File: src/rtl/gpu_opcode_collector_if.sv
// rtl/gpu_opcode_collector_if.sv - beat-in / opcode-out handshake bundle for gpu_opcode_collector
interface gpu_opcode_collector_if #(
  parameter int BEAT_W   = 4,
  parameter int OPCODE_W = 16,
  parameter int DEPTH    = 4
);
  localparam int LVL_W = $clog2(DEPTH + 1);

  logic                in_valid;
  logic                in_ready;
  logic [BEAT_W-1:0]   in_beat;
  logic                out_valid;
  logic                out_ready;
  logic [OPCODE_W-1:0] out_opcode;
  logic [LVL_W-1:0]    level;
  logic                partial;
  logic                err_overflow;

  modport master (
    output in_valid, in_beat, out_ready,
    input  in_ready, out_valid, out_opcode, level, partial, err_overflow
  );

  modport slave (
    input  in_valid, in_beat, out_ready,
    output in_ready, out_valid, out_opcode, level, partial, err_overflow
  );
endinterface

File: src/rtl/gpu_opcode_collector.sv
// rtl/gpu_opcode_collector.sv - assembles opcodes from narrow beats into a show-ahead FIFO
module gpu_opcode_collector #(
  parameter int BEAT_W    = 4,
  parameter int OPCODE_W  = 16,
  parameter int DEPTH     = 4,
  parameter bit MSB_FIRST = 1'b1
) (
  input  logic                   clk,
  input  logic                   rst_n,
  input  logic                   flush,
  gpu_opcode_collector_if.slave  bus
);
  localparam int BEATS = OPCODE_W / BEAT_W;
  localparam int CNT_W = $clog2(BEATS);
  localparam int PTR_W = $clog2(DEPTH);
  localparam int LVL_W = $clog2(DEPTH + 1);

  logic [CNT_W-1:0]    beat_cnt;
  logic [OPCODE_W-1:0] asm_q;
  logic [OPCODE_W-1:0] asm_next;
  logic [OPCODE_W-1:0] mem [DEPTH];
  logic [PTR_W-1:0]    head;
  logic [PTR_W-1:0]    tail;
  logic [LVL_W-1:0]    level_q;
  logic                err_q;

  logic last_beat;
  logic full;
  logic ready;
  logic accept;
  logic push;
  logic pop;

  assign last_beat = (beat_cnt == CNT_W'(BEATS - 1));
  assign full      = (level_q == LVL_W'(DEPTH));
  // Only the final beat needs FIFO space; earlier beats just shift into asm_q.
  assign ready     = ~last_beat | ~full;
  assign accept    = bus.in_valid & ready & ~flush;
  assign push      = accept & last_beat;
  assign pop       = (level_q != '0) & bus.out_ready & ~flush;

  assign asm_next = MSB_FIRST ? {asm_q[OPCODE_W-BEAT_W-1:0], bus.in_beat}
                              : {bus.in_beat, asm_q[OPCODE_W-1:BEAT_W]};

  always_ff @(posedge clk or negedge rst_n) begin
    if (!rst_n) begin
      beat_cnt <= '0;
      asm_q    <= '0;
    end else if (flush) begin
      beat_cnt <= '0;
    end else if (accept) begin
      if (last_beat) begin
        beat_cnt <= '0;
      end else begin
        beat_cnt <= beat_cnt + CNT_W'(1);
        asm_q    <= asm_next;
      end
    end
  end

  always_ff @(posedge clk) begin
    if (push) begin
      mem[tail] <= asm_next;
    end
  end

  always_ff @(posedge clk or negedge rst_n) begin
    if (!rst_n) begin
      head    <= '0;
      tail    <= '0;
      level_q <= '0;
    end else if (flush) begin
      head    <= '0;
      tail    <= '0;
      level_q <= '0;
    end else begin
      if (push) tail <= tail + PTR_W'(1);
      if (pop)  head <= head + PTR_W'(1);
      if (push && !pop)      level_q <= level_q + LVL_W'(1);
      else if (pop && !push) level_q <= level_q - LVL_W'(1);
    end
  end

  always_ff @(posedge clk or negedge rst_n) begin
    if (!rst_n) begin
      err_q <= 1'b0;
    end else if (flush) begin
      err_q <= 1'b0;
    end else if (bus.in_valid && !ready) begin
      err_q <= 1'b1;
    end
  end

  assign bus.in_ready     = ready;
  assign bus.out_valid    = (level_q != '0);
  // Gate the unreset RAM so the head reads as zero whenever the FIFO is empty.
  assign bus.out_opcode   = (level_q != '0) ? mem[head] : '0;
  assign bus.level        = level_q;
  assign bus.partial      = (beat_cnt != '0);
  assign bus.err_overflow = err_q;
endmodule

File: src/flat_wrapper.sv
// flat-port wrapper written by rule: the top's interface ports become plain ports
module gpu_opcode_collector_flat 
#(
  parameter int BEAT_W    = 4,
  parameter int OPCODE_W  = 16,
  parameter int DEPTH     = 4,
  parameter bit MSB_FIRST = 1'b1
)
  (clk, rst_n, flush, bus_in_valid, bus_in_beat, bus_out_ready, bus_in_ready, bus_out_valid, bus_out_opcode, bus_level, bus_partial, bus_err_overflow);
  gpu_opcode_collector_if #(.BEAT_W(BEAT_W), .OPCODE_W(OPCODE_W), .DEPTH(DEPTH)) bus_i ();
  input  logic clk;
  input  logic rst_n;
  input  logic flush;
  input wire logic [$bits(bus_i.in_valid)-1:0] bus_in_valid;
  input wire logic [$bits(bus_i.in_beat)-1:0] bus_in_beat;
  input wire logic [$bits(bus_i.out_ready)-1:0] bus_out_ready;
  output wire logic [$bits(bus_i.in_ready)-1:0] bus_in_ready;
  output wire logic [$bits(bus_i.out_valid)-1:0] bus_out_valid;
  output wire logic [$bits(bus_i.out_opcode)-1:0] bus_out_opcode;
  output wire logic [$bits(bus_i.level)-1:0] bus_level;
  output wire logic [$bits(bus_i.partial)-1:0] bus_partial;
  output wire logic [$bits(bus_i.err_overflow)-1:0] bus_err_overflow;
  assign bus_i.in_valid = bus_in_valid;
  assign bus_i.in_beat = bus_in_beat;
  assign bus_i.out_ready = bus_out_ready;
  assign bus_in_ready = bus_i.in_ready;
  assign bus_out_valid = bus_i.out_valid;
  assign bus_out_opcode = bus_i.out_opcode;
  assign bus_level = bus_i.level;
  assign bus_partial = bus_i.partial;
  assign bus_err_overflow = bus_i.err_overflow;
  gpu_opcode_collector #(.BEAT_W(BEAT_W), .OPCODE_W(OPCODE_W), .DEPTH(DEPTH), .MSB_FIRST(MSB_FIRST)) u_core (.clk(clk), .rst_n(rst_n), .flush(flush), .bus(bus_i));
endmodule
File: config.mk
export PLATFORM = sky130hd
export DESIGN_NAME = gpu_opcode_collector_flat
export DESIGN_NICKNAME = d
export VERILOG_FILES = /design/src/rtl/gpu_opcode_collector_if.sv /design/src/rtl/gpu_opcode_collector.sv /design/src/flat_wrapper.sv
export SDC_FILE = /design/constraint.sdc
export NUM_CORES = 1
export LEC_CHECK = 0
export BUFFER_PORTS_ARGS = -buffer_cell sky130_fd_sc_hd__clkbuf_2
export CAP_MARGIN = 20
export CORE_UTILIZATION = 55
export CTS_BUF_LIST = sky130_fd_sc_hd__clkbuf_4 sky130_fd_sc_hd__clkbuf_8
export DETAILED_ROUTE_END_ITERATION = 8
export PLACE_DENSITY_LB_ADDON = 0.1
export REMOVE_ABC_BUFFERS = 1
export SLEW_MARGIN = 20
export SYNTH_ARGS = -nofsm -noshare
export SYNTH_HDL_FRONTEND = slang
export SYNTH_SLANG_ARGS = --single-unit
File: constraint.sdc
create_clock -name clk -period 2.1 [get_ports clk]
set_input_delay 0.42 -clock clk [delete_from_list [all_inputs] [get_ports clk]]
set_output_delay 0.42 -clock clk [all_outputs]
set_load 0.1 [all_outputs]
# == Word-level counts from Yosys, hierarchy flattened ==
# Memories as Yosys holds them, arrays and structs flattened.
# Index checks and enable logic that the tools add are counted.
# op_classes
add_sub_neg,5
n_eq_ne,2
n_mux,15
bitwise,9
n_reduce_logical,14
# ops
operator,count
$mux W16,1
$mux W2,7
$reduce_bool A2 Y1,5
$mux W3,3
$add A2 B1 Y2 const B,3
$reduce_bool A3 Y1,2
$and A1 B1 Y1,5
$mux W1,4
$add A3 B1 Y3 const B,1
$eq A3 B3 Y1 const B,1
$logic_and A1 B1 Y1,3
$logic_not A1 Y1,3
$not A1 Y1,3
$reduce_and A3 Y1,1
$sub A3 B1 Y3 const B,1
$eq A2 B2 Y1 const B,1
$or A1 B1 Y1,1
# word_totals
regBits,22
ramBits,64
inputBits,9
wordCells,52
n_memories,1
# memory_table
memory,words,word_bits,read_ports,rd_clocked_by_memory_dff,write_ports,line,rtl
u_core.mem,4,16,1,0,1,gpu_opcode_collector.sv:21,logic [OPCODE_W-1:0] mem [DEPTH];

# == Longest topological paths before layout ==
# Gate-level depths: netlist (run 1).
# depth
depth_word,11
ltp_mapped,9
mapped_depth_nobuf,9

# == Worst setup path after synthesis (run 1) ==
# No wires, ideal clock.
# synth_path
path_kind,register to output
from,"reg u_core.level_q[1], in the netlist u_core.bus.level[1]"
to,out bus_out_opcode[10]
arrival_time_ns,3.115
t_required_ns,1.680
path_slack_ns,-1.435
path_stages_with_launch,4
n_path_buf,1
cell_sequence,dfrtp_1 or3_1 clkbuf_1 and2_1
# synth_via
elab_chain_cells,2
# synth_rtl
item,line,rtl
start: declaration,gpu_opcode_collector.sv:24,logic [LVL_W-1:0] level_q;
start signal: assignment,gpu_opcode_collector.sv:79,if (push && !pop) level_q <= level_q + LVL_W'(1);
start signal: assignment,gpu_opcode_collector.sv:80,else if (pop && !push) level_q <= level_q - LVL_W'(1);
$reduce_bool A3 Y1,-,
named net bus_out_valid,flat_wrapper.sv:18,output wire logic [$bits(bus_i.out_valid)-1:0] bus_out_valid;
$mux W16,gpu_opcode_collector.sv:97,assign bus.out_opcode = (level_q != '0) ? mem[head] : '0;
end: declaration,flat_wrapper.sv:19,output wire logic [$bits(bus_i.out_opcode)-1:0] bus_out_opcode;
# The timed path passes the listed nets, and every way through them passes these cells.

# == Worst setup path after layout (run 1) ==
# layout_path
from,reg u_core.head[0]
to,out bus_out_opcode[10]
# layout_via
elab_chain_cells,2
# layout_rtl
item,line,rtl
start: declaration,gpu_opcode_collector.sv:22,logic [PTR_W-1:0] head;
start signal: assignment,gpu_opcode_collector.sv:78,if (pop) head <= head + PTR_W'(1);
$mem_v2 Z4 W16,-,
$mux W16,gpu_opcode_collector.sv:97,
# No other way between the ends.

==> impl_metrics.ini, run 1 <==
[timing]
rsz0062_at_grt = yes
slew_violations = 0
max_slew_margin_pct = 59.3
timing.setup.tns_ns = -1.77
setup_violations = 17
fmax_ghz = 0.443
fin_crit_ns = 2.26
hold_violations = 0
setup_ws_ns = -0.157
worst_slew_pin_slew_ns = 0.610
holdWs_ns = 0.0769
skew_ns = 0.00462
fin_crit_sh_pct = 107

[yosys]
synth_ff_type = edfxtp_1
synth_fa_ha_area_share_pct = 2.64
synth-seq-cells = 86
synth_top_area_share_pct = 53.4
async_reset_ff_share_pct = 25.6
synthCells = 203
synth_cell_types = 38
synth-compound-area-share_pct = 2.81
avgSynthCellArea_um2 = 17.7
synthTopCellsByCount = edfxtp_1 (64), and2_1 (22), dfrtp_1 (22)
yosys-top-cells-area = edfxtp_1 (53%), dfrtp_1 (15%), mux4_2 (10%), and2_1 (3.8%), mux2_1 (3.8%)
synth_xor_xnor_area_share_pct = 1.22
synthSimpleGateAreaFrac_pct = 8.48
synth_top_cell_by_area = edfxtp_1
synth.area.mux_share_pct = 13.8
synth-seq-area-share_pct = 68.6
synth_top_family_by_area = multiplexers
yosysWarnings = 0
syn-cell-area_um2 = 3600
yosysMostFrequentCell = edfxtp_1
synth_enable_flop_cells = 64

[route]
drtPass1Iterations = 5
vias = 1909
drc_errors = 0
routed_wl_um = 6370
ant_nets = 0
vias_per_cell = 5.58
initialDrtViolationCount = 40
post_drt_wl_per_cell_um = 18.6

[floorplanning]
fp.coreArea_um2 = 6350
die_x_um = 82.9
die_y_um = 82.9
start_util_pct = 56.7
io_pins = 32
dieArea_um2 = 6880
rows = 29

[clock_network]
cts_root_buf = clkbuf_8
cts_hold_buf = 0
cts_tree = built
htreeDepth = 3
clk_pin_slew_ns = 0.08
clock-sinks = 86
clk_latency_ns = 0.34
cts-buffers-inserted = 9
clock_path_buffers = 2

[worst_setup_path]
crit_family = multiplexers
cp.arrival_ns = 1.84
cp_max_fo = 7
critPathMaxStageDelay_ns = 0.50
path_class = reg2out
endpoint_kind = output port
crit_slowest_cell = mux4_2
crit_buf_inv = 3
cpMostUsedCell = buf_12
path_cells = buf_6 > buf_12 > mux4_2 > and2_4 > buf_12
cp.required_ns = 1.68
start_kind = flip-flop

[global_route]
grt_start_max_net_pins = 23
grt_usage_pct = 21.2
antenna_found_initial = 0
gr-total-overflow = 0
grt_pass1_wl_um = 10900
first_global_vias = 2089

[power_and_ir_drop]
peakVddDrop_v = 0.00108
leakagePower_nw = 1.66
p_clk_share_pct = 16.3
p_per_area_nw_per_um2 = 1340
switching_power_mw = 2.48
power_frac_comb_pct = 49.2
p_int_mw = 3.62
p_seq_share_pct = 34.5
p_total_mw = 6.10
swShare_pct = 40.6

[placed_design]
placed_cell_area_um2 = 4230
io_buffers = 31
dpl.cell_count = 320
place_ws_ns = -0.0823
gp_congestion = 0.905
place_hpwl_um = 4050

[cells_and_area]
final_nets = 276
insertedDiodeCount = 0
drive_gt1_share_pct = 45.3
final_cells = 342
fin_util_pct = 71.5
final_area_um2 = 4540
area_delta_synth_final_pct = 26.1

[outcome]
status = finished with violations
violations = setup timing

[flow_run]
cap_violations = 0

[min_path]
hold_class = in2async
-- power groups by stage --
| stage | combinational, mW | sequential (mW) | clock, mW |
|---|---|---|---|
| floorplan | 1.58 | 2.28 | 0 |
| global placement | 2.68 | 2.12 | 0 |
| detailed placement | 2.72 | 2.14 | 0 |
| CTS | 3.04 | 2.10 | 1.02 |
| global route | 3.12 | 2.13 | 1.10 |
| finish | 3.00 | 2.11 | 0.994 |
-- flip-flops by register name, summed over array words and instances, names as in the netlist --
| register | cells |
|---|---|
| u_core.beat_cnt | 2 |
| u_core.head | 2 |
| u_core.asm_q | 12 |
| u_core.tail | 2 |
| u_core.mem | 64 |
| u_core.bus.level | 3 |
| u_core.bus.err_overflow | 1 |
-- worst reg2reg max path: stages, from the launching register on --
cell	delay, ns
dfrtp_2	0.44
or3_4	0.43
nand2_4	0.07
and2_4	0.14
fa_2	0.46
nor3b_2	0.24
o311ai_2	0.13
o311ai_1	0.11
-- cells by family (layout without fill, tap and decap cells) --
| family | after synthesis | in the layout |
|---|---|---|
| compound gates | 14 | 14 |
| xor+xnor | 5 | 5 |
| fa+ha+maj | 7 | 7 |
| buf+inv | 17 | 79 |
| flops | 86 | 86 |
| mux | 28 | 28 |
| simple gates | 46 | 46 |
-- layout make-up --
| cell class | instances | area (µm²) |
|---|---|---|
| fill | 397 | 1810 |
| tap | 77 | 96.3 |
| clock inverter | 6 | 38.8 |
| inverter | 7 | 26.3 |
| multi-input combinational | 100 | 1120 |
| sequential | 86 | 2480 |
| timing repair buffer | 56 | 657 |
| clock buffer | 10 | 131 |
-- worst paths after layout --
path,from,depth (start not counted),endpoint,slack [ns]
worst max register to register,u_core.bus.level[0],7,u_core.bus.level[1],-0.03
max in group asynchronous,rst_n,1,u_core.head[0],1.59
worst min-delay path,rst_n,1,u_core.asm_q[5],0.08
min in group clk,bus_in_beat[2],1,u_core.mem[1][2],0.31
worst min register to register,u_core.asm_q[10],0,u_core.mem[2][14],0.52
worst max-delay path,u_core.head[0],5,bus_out_opcode[10],-0.16
-- layout by cell type, fill, tap and decap left out, types with 2 or more instances in the layout --
| cell | n |
|---|---|
| dfrtp_1 | 19 |
| a21oi_1 | 3 |
| xor2_1 | 3 |
| nor2_1 | 5 |
| mux2_1 | 12 |
| nand2_1 | 4 |
| buf_12 | 20 |
| dfrtp_2 | 3 |
| edfxtp_1 | 64 |
| clkinv_2 | 2 |
| and2_4 | 17 |
| buf_6 | 3 |
| nor3b_2 | 2 |
| clkinv_4 | 2 |
| ha_1 | 6 |
| and2_1 | 5 |
| buf_4 | 19 |
| mux4_2 | 16 |
| inv_1 | 7 |
| clkbuf_8 | 9 |
| nor3_1 | 2 |
| a31oi_1 | 2 |
| xnor2_1 | 2 |
| clkbuf_2 | 13 |
-- repair_timing --
item	in CTS	in global routing
buffers inserted	5	1
gates resized for setup	28	5
pin swaps	6	9
setup endpoints to repair	18	18
gates cloned	1	0
-- per-layer routing --
layer | GRT usage (%) | share of wire, % | vias up | wire length, µm
li1 | - | - | 884 | -
met4 | 8.62 | 1.5 | 0 | 95
met5 | 0 | 0 | - | 0
met2 | 35.5 | 52 | 29 | 3340
met3 | 3.68 | 2.2 | 10 | 140
met1 | 27.8 | 44 | 986 | 2800
Power figures use the tool's default switching activity.
==> inputs of run 2 (changes only) <==
ABC_AREA = 1   (was default)
CORE_UTILIZATION = 43   (was 55)
MAX_ROUTING_LAYER = met4   (was default)
==> run 2 against run 1 <==
The flow now finishes without violations. Synthesized cell count up 60%. Via count is 27% higher. First-iteration DRC count increased to 4.6 times the previous value. Maximum frequency up 7.7%. Core utilization down 13 points. Cell count is 44% higher. Sequential power decreased by 3%. Register-to-register slack better by 0.30 ns. Power increased by 12%. Clock-buffer cell count down 1.
==> impl_metrics.ini, run 2 <==
[outcome]
status = finished, final reports clean

[route]
drtPass1Iterations = 4
vias_per_cell = 4.93
post_drt_wl_per_cell_um = 15.5
drc_errors = 0
initialDrtViolationCount = 185
ant_nets = 0
routed_wl_um = 7630
vias = 2420

[clock_network]
clk_latency_ns = 0.34
clock-sinks = 86
cts_tree = built
htreeDepth = 3
cts_root_buf = clkbuf_8
clock_path_buffers = 2
cts-buffers-inserted = 9
clk_pin_slew_ns = 0.08

[yosys]
yosysWarnings = 0
synthTopCellsByCount = nor2_1 (69), edfxtp_1 (64), o21ai_0 (38)
yosysMostFrequentCell = nor2_1
synth_top_cell_by_area = edfxtp_1
synth_cell_types = 25
syn-cell-area_um2 = 3650
synth-seq-area-share_pct = 67.8
synth_top_area_share_pct = 52.7
async_reset_ff_share_pct = 25.6
avgSynthCellArea_um2 = 11.2
synth_enable_flop_cells = 64
synth-seq-cells = 86
yosys-top-cells-area = edfxtp_1 (53%), dfrtp_1 (15%), nor2_1 (7.1%), o21ai_0 (5.2%), inv_1 (3.2%)
synthCells = 325
synth_ff_type = edfxtp_1

[worst_setup_path]
endpoint_kind = output port
path_class = reg2out
crit_slowest_cell = dfrtp_2
crit_family = buffers and inverters
path_cells = buf_12 > inv_6 > buf_12 > o21ai_0 > a21oi_2 > buf_12
cp.required_ns = 1.68
start_kind = flip-flop
cp.arrival_ns = 1.68
cp_max_fo = 11
critPathMaxStageDelay_ns = 0.42
crit_buf_inv = 4
cpMostUsedCell = buf_12

[floorplanning]
die_y_um = 94.1
start_util_pct = 44.4
io_pins = 32
rows = 33
die_x_um = 94.1
dieArea_um2 = 8850
fp.coreArea_um2 = 8220

[global_route]
grt_start_max_net_pins = 25
gr-total-overflow = 0
first_global_vias = 2263
grt_usage_pct = 18.2
grt_pass1_wl_um = 11500
antenna_found_initial = 0

[power_and_ir_drop]
p_int_mw = 3.81
switching_power_mw = 3.03
p_seq_share_pct = 29.7
p_clk_share_pct = 18.4
peakVddDrop_v = 0.00136
swShare_pct = 44.2
leakagePower_nw = 1.91
p_per_area_nw_per_um2 = 1430
power_frac_comb_pct = 51.8

[timing]
fin_crit_sh_pct = 99.8
setup_violations = 0
rsz0062_at_grt = yes
fmax_ghz = 0.477
slew_violations = 0
fin_crit_ns = 2.10
worst_slew_pin_slew_ns = 0.619
max_slew_margin_pct = 58.7
hold_violations = 0
skew_ns = 0.00636

[cells_and_area]
fin_util_pct = 58.2
drive_gt1_share_pct = 31.3
final_cells = 491
insertedDiodeCount = 0
top_register = u_core.mem
layout_commonest_cell = nor2_1
final_nets = 397
area_delta_synth_final_pct = 31.1
mostFrequentLayoutCells = nor2_1 (66), edfxtp_1 (64), nand2_1 (30), inv_1 (29)
largest_reg_flops = 64
fillers = 709

[placed_design]
dpl.cell_count = 461
place_hpwl_um = 4190
gp_congestion = 0.841
io_buffers = 31

[flow_run]
cap_violations = 0

[min_path]
hold_class = in2async
run 2: cell families after synthesis:
logic type | synth area share, %
xor+xnor | 0.240
buf+inv | 6.04
compound gates | 11.0
flops | 67.8
simple gates | 12.3
fa+ha+maj | 2.61
run 2: final cells by class:
class / count / area (µm²) / area share, %
Multi-Input combinational cell: 190 / 1030 / 21.6
Sequential cell: 86 / 2470 / 51.8
Inverter: 35 / 140 / 2.93
Clock buffer: 9 / 124 / 2.59
Tap cell: 105 / 131 / 2.75
Clock inverter: 7 / 96.3 / 2.02
Timing Repair Buffer: 59 / 781 / 16.3
run 2: final timing paths:
| path | from | to | slack, ns | cells past startpoint |
|---|---|---|---|---|
| min in group clk | flush | u_core.bus.err_overflow | 0.28 | 2 |
| max in group asynchronous | rst_n | u_core.head[0] | 1.58 | 1 |
| min | rst_n | u_core.asm_q[0] | 0.08 | 1 |
| max reg2reg | u_core.beat_cnt[0] | u_core.bus.level[2] | 0.27 | 10 |
| min reg2reg | u_core.asm_q[8] | u_core.mem[0][12] | 0.52 | 0 |
| max | u_core.head[0] | bus_out_opcode[10] | 0.005 | 6 |
run 2: stage by stage:
step | instance area [µm²] | hold slack, ns | setup slack [ns] | TNS [ns] | total power [mW]
after floorplan | 3560 | 0.124 | -2.06 | -70.37 | 4.08
after global placement | 4250 | 0.471 | 0.136 | 0 | 5.14
after detailed placement | 4250 | 0.473 | 0.0583 | 0 | 5.15
after CTS | 4530 | 0.0860 | -0.0506 | -0.437 | 6.52
after global routing | 4780 | 0.123 | -0.0813 | -0.380 | 7.10
final | 4780 | 0.0797 | 0.00476 | 0 | 6.84
run 2: what timing repair did:
item,4_1_cts,5_1_grt
pin swaps,1,18
setup buffers,1,7
resized for setup,10,51
hold buffers,0,0
cloned,0,6
setup endpoints to repair,16,16
run 2: metal layers:
metal | up-vias | global-route usage, % | part of all wire (%)
met1 | 1179 | 23.5 | 48
met3 | 2 | 2.67 | 2.9
met5 | - | - | 0
met4 | 0 | 6.92 | 0.49
met2 | 37 | 29.1 | 49
li1 | 1202 | - | -
run 2: power by group through the flow:
| stage | Sequential (mW) | Combinational [mW] | Clock (mW) |
|---|---|---|---|
| after floorplan | 2.25 | 1.83 | 0 |
| after global placement | 2.07 | 3.07 | 0 |
| after detailed placement | 2.08 | 3.08 | 0 |
| after CTS | 2.04 | 3.20 | 1.28 |
| after global routing | 2.05 | 3.70 | 1.35 |
| final | 2.04 | 3.55 | 1.26 |
